<file path="src/rtl/button_debouncer.sv">
// Multi-channel button debouncer: 2-flop synchronizer plus a per-channel 4-state FSM with a stability counter.
// Define DEBOUNCE_CHANGE_FLAG_EN to add the btn_chg one-cycle toggle strobe output.
module button_debouncer #(
  parameter int WIDTH   = 5,
  parameter int CNT_MAX = 1000000
) (
  input  logic             clk,
  input  logic             reset,
  input  logic [WIDTH-1:0] btn_in,
  output logic [WIDTH-1:0] btn_db
`ifdef DEBOUNCE_CHANGE_FLAG_EN
  ,
  output logic [WIDTH-1:0] btn_chg
`endif
);

  localparam int CNT_W = (CNT_MAX > 1) ? $clog2(CNT_MAX) : 1;
  localparam logic [CNT_W-1:0] CNT_LAST = CNT_W'(CNT_MAX - 1);

  typedef enum logic [1:0] {
    STABLE_LO = 2'd0,
    WAIT_HI   = 2'd1,
    STABLE_HI = 2'd2,
    WAIT_LO   = 2'd3
  } state_e;

  logic [WIDTH-1:0] sync1_q, sync2_q;

  always_ff @(posedge clk) begin
    if (reset) begin
      sync1_q <= '0;
      sync2_q <= '0;
    end else begin
      sync1_q <= btn_in;
      sync2_q <= sync1_q;
    end
  end

  for (genvar i = 0; i < WIDTH; i++) begin : g_ch
    state_e           state_q, state_d;
    logic [CNT_W-1:0] cnt_q, cnt_d;
    logic             db_q, db_d;

    always_comb begin
      state_d = state_q;
      cnt_d   = cnt_q;
      db_d    = db_q;
      case (state_q)
        STABLE_LO: begin
          if (sync2_q[i]) begin
            state_d = WAIT_HI;
            cnt_d   = '0;
          end
        end
        WAIT_HI: begin
          if (!sync2_q[i]) begin
            state_d = STABLE_LO;
            cnt_d   = '0;
          end else if (cnt_q == CNT_LAST) begin
            state_d = STABLE_HI;
            cnt_d   = '0;
            db_d    = 1'b1;
          end else begin
            cnt_d = cnt_q + CNT_W'(1);
          end
        end
        STABLE_HI: begin
          if (!sync2_q[i]) begin
            state_d = WAIT_LO;
            cnt_d   = '0;
          end
        end
        WAIT_LO: begin
          if (sync2_q[i]) begin
            state_d = STABLE_HI;
            cnt_d   = '0;
          end else if (cnt_q == CNT_LAST) begin
            state_d = STABLE_LO;
            cnt_d   = '0;
            db_d    = 1'b0;
          end else begin
            cnt_d = cnt_q + CNT_W'(1);
          end
        end
        default: begin
          state_d = STABLE_LO;
          cnt_d   = '0;
          db_d    = 1'b0;
        end
      endcase
    end

    always_ff @(posedge clk) begin
      if (reset) begin
        state_q <= STABLE_LO;
        cnt_q   <= '0;
        db_q    <= 1'b0;
      end else begin
        state_q <= state_d;
        cnt_q   <= cnt_d;
        db_q    <= db_d;
      end
    end

    assign btn_db[i] = db_q;

`ifdef DEBOUNCE_CHANGE_FLAG_EN
    // Registered alongside db_q so the strobe lines up with the cycle btn_db shows its new value.
    logic chg_q, chg_d;

    always_comb chg_d = db_d ^ db_q;

    always_ff @(posedge clk) begin
      if (reset) chg_q <= 1'b0;
      else       chg_q <= chg_d;
    end

    assign btn_chg[i] = chg_q;
`endif
  end

endmodule

</file>
<file path="config.mk">
export PLATFORM = sky130hd
export DESIGN_NAME = button_debouncer
export DESIGN_NICKNAME = d
export VERILOG_FILES = /design/src/rtl/button_debouncer.sv
export SDC_FILE = /design/constraint.sdc
export NUM_CORES = 1
export LEC_CHECK = 0
export BUFFER_PORTS_ARGS = -buffer_cell sky130_fd_sc_hd__buf_2
export CAP_MARGIN = 20
export CORE_ASPECT_RATIO = 1.4
export CORE_MARGIN = 2
export CORE_UTILIZATION = 39
export DETAILED_ROUTE_END_ITERATION = 16
export GPL_TIMING_DRIVEN = 0
export PLACE_DENSITY_LB_ADDON = 0.05
export SETUP_SLACK_MARGIN = 0.3
export SLEW_MARGIN = 20
export SYNTH_ARGS = -nofsm -noshare
export SYNTH_HDL_FRONTEND = slang
export SYNTH_SLANG_ARGS = --single-unit
</file>
<file path="constraint.sdc">
create_clock -name clk -period 1.8 [get_ports clk]
set_input_delay 0.09 -clock clk [delete_from_list [all_inputs] [get_ports clk]]
set_output_delay 0.09 -clock clk [all_outputs]
set_load 0.01 [all_outputs]
</file>
==> flow_summary.ini <==
[floorplan]
boundaryPins = 12
core_sq_um = 15680
row_count = 54
die_w_um = 111.1
die_area_sq_um = 17090
die_h_um = 153.9
initial_core_util_pct = 39.93

[logic_synthesis]
syn-cell-area_sq_um = 6260
syn_inst = 752
ys_types = 64
synth.area.top_cells = dfxtp_1 (40%), nand3_1 (4.6%), a21oi_1 (4.2%), nor2_1 (4.0%), nand2_1 (3.8%)
synth-seq-area-share_pct = 39.98
syn_avg_cell_area_sq_um = 8.324
synthFlopType = dfxtp_1
yosysMostFrequentCell = dfxtp_1
yosysWarnings = 0
ys_seq_elements = 125
synthArstFlopShare_pct = 0
yosysTopAreaCell = dfxtp_1
synth_edf_count = 0
syn_nets = 765
synth_top_area_share_pct = 39.98
synthTopCellsByCount = dfxtp_1 (125), nor2_1 (67), nand2_1 (64)

[worst_setup_path]
startpoint_type = register
crit_type = register to register
timing.rr.end = g_ch[0].cnt_q[17]
critical_path_arrival_ns = 2.16
r2r_start = g_ch[0].cnt_q[10]
required_ns = 2.17
endpoint_kind = register
cp_max_fo = 5
rrSetupSlack_ns = 0.006
worstRegToRegCells = 6

[min_path]
min_path_type = input pin to register
hp-start = reset
hold_path_depth = 5
min_to = g_ch[1].cnt_q[5]

[clocking]
cts_max_path_buffers = 2
cts_num_sinks = 125
cts_root_buf = clkbuf_16
clk_latency_ns = 0.43
htreeDepth = 4
clk_pin_slew_ns = 0.06
cts_inserted_buffers = 17
cts_tree = done

[pwr]
p_leak_nw = 3.407
ir_worst_vdd_v = 0.0005709
p_per_area_nw_per_um2 = 676.2

[status]
status = finished, final reports clean

[grt]
first_global_vias = 5997
grt_use_total_pct = 20.97
grt.met2_usage_pct = 37.22
antenna_found_initial = 0
grt-busiest-layer = met2
grt_overflow = 0
grt_pass1_wl_um = 29440
grt_max_degree = 17
use_met1_pct = 24.64
grtUsageMet3_pct = 3.784

[cells_and_area]
area_growth_pct = 53.85
multi_input_area_sq_um = 4634
seq_area_sq_um = 2644
diodes = 0
final_layout_size_suffix_gt1_share_pct = 47.44
fin_nets = 903
nFillCells = 1343

[timing]
maxSlewHeadroom_pct = 45.70
rsz0062_at_grt = true
hold_violations = 0
clock_skew_ns = 0.01278
fmax_mhz = 557.5
whs_ns = 0.2053
finalCriticalPeriod_ns = 1.794
slew_viol_final = 0
fin_crit_sh_pct = 99.65
worstMarginPinSlew_ns = 0.8101
setup_viol_count_final = 0
setup_tns_ns = 0

[flow_run]
cap_viol_max_count = 0

[routing]
firstDrtPassIters = 4
detail-route-antenna-nets = 0
drt_iter0_drc = 240
finalWirelength_um = 18480
via_per_inst = 5.643
dr_total_vias = 6185
avgRoutedWirePerCell_um = 16.86
route.detailed.drc = 0

[placed_design]
port_buffers = 11
gp_congestion = 0.8158
dpl.hpwl_um = 10700
-- cell usage in the layout (no fill, tap or decap), types with 15 or more instances in the layout --
cell and n:
buf_4 68, dfxtp_1 60, nand2_1 54, nor2_1 52, buf_6 43, nand3_1 43
dfxtp_2 41, nand4_1 29, a31oi_1 28, a21oi_2 27, dfxtp_4 24, xnor2_1 22
a21oi_1 18, clkbuf_16 17, mux2i_1 16, inv_1 15
-- how the worst max path moves through the flow --
stage                           start                 to  slack (ns)  cells past startpoint
global placement                reset  g_ch[0].cnt_q[11]       -0.39                      5
CTS                  g_ch[0].cnt_q[8]  g_ch[0].cnt_q[17]       -0.05                      7
detailed placement              reset  g_ch[4].cnt_q[10]       -0.32                      5
floorplan            g_ch[0].cnt_q[8]  g_ch[0].cnt_q[17]        0.04                      7
finish              g_ch[0].cnt_q[10]  g_ch[0].cnt_q[17]       0.006                      6
global route         g_ch[0].cnt_q[8]  g_ch[0].cnt_q[17]       -0.06                      7
-- metrics by stage --
step | area, sq um | util [%] | setup WS, ns | total power [mW] | std cells
after floorplan | 6529 | - | 0.03804 | 2.999 | 752
after global placement | 6829 | 43.57 | -0.3890 | 3.069 | 959
after detailed placement | 6834 | 43.60 | -0.3151 | 3.072 | 959
after CTS | 8937 | 57.02 | -0.05333 | 6.563 | 1069
after global routing | 9630 | 61.44 | -0.06288 | 6.706 | 1096
final | 9630 | 61.44 | 0.006362 | 6.512 | 1096
-- cells by family after synthesis --
| family | Yosys count | share of synthesized area (%) |
|---|---|---|
| multiplexers | 16 | 2.558 |
| flip-flops | 125 | 39.98 |
| AND/OR/NAND/NOR | 358 | 31.00 |
| XOR/XNOR | 37 | 5.177 |
| buffers and inverters | 55 | 4.577 |
| AO/OA/AOI/OAI | 155 | 15.51 |
| adder cells (fa/ha/maj) | 6 | 1.199 |
-- cell type report --
class                           count  share of cell area, %
Buffer                             40                  4.002
Clock buffer                       22                  5.132
Clock inverter                      7                 0.9094
Inverter                           15                 0.5846
Multi-Input combinational cell    574                  48.12
Sequential cell                   125                  27.45
Tap cell                          196                  2.546
Timing Repair Buffer              117                  11.25
-- per-layer routing --
metal | routed length, um | part of all wire [%]
met1 | 7827 | 42
met2 | 9783 | 53
met3 | 391 | 2.1
met4 | 478 | 2.6
met5 | 0 | 0
-- sequential cells by signal (all words and copies together), names as in the netlist, named ones only --
register,count
sync1_q,5
g_ch.state_q,5
g_ch.db_q,5
g_ch.cnt_q,100
sync2_q,5
-- critical path, cell delays in order (launching register included) --
cell and delay (ns):
dfxtp_4 0.38, nand2_2 0.09, or2_1 0.25, buf_6 0.12, or4_4 0.51, or3_1 0.32
nand3_1 0.07
-- timing repair --
| item | 4_1_cts | 5_1_grt |
|---|---|---|
| setup buffers | 66 | 27 |
| resized for setup | 219 | 139 |
| cloned | 10 | 0 |
| hold buffers | 5 | 0 |
| pin swaps | 62 | 70 |
| hold endpoints to repair | 5 | 0 |
| setup endpoints to repair | 114 | 114 |
-- where the power goes --
part	switching (mW)	internal, mW
sequential	0.0220	2.75
clock	1.26	2.19
combinational	0.182	0.110
total	1.46	5.05
Power figures use the tool's default switching activity.
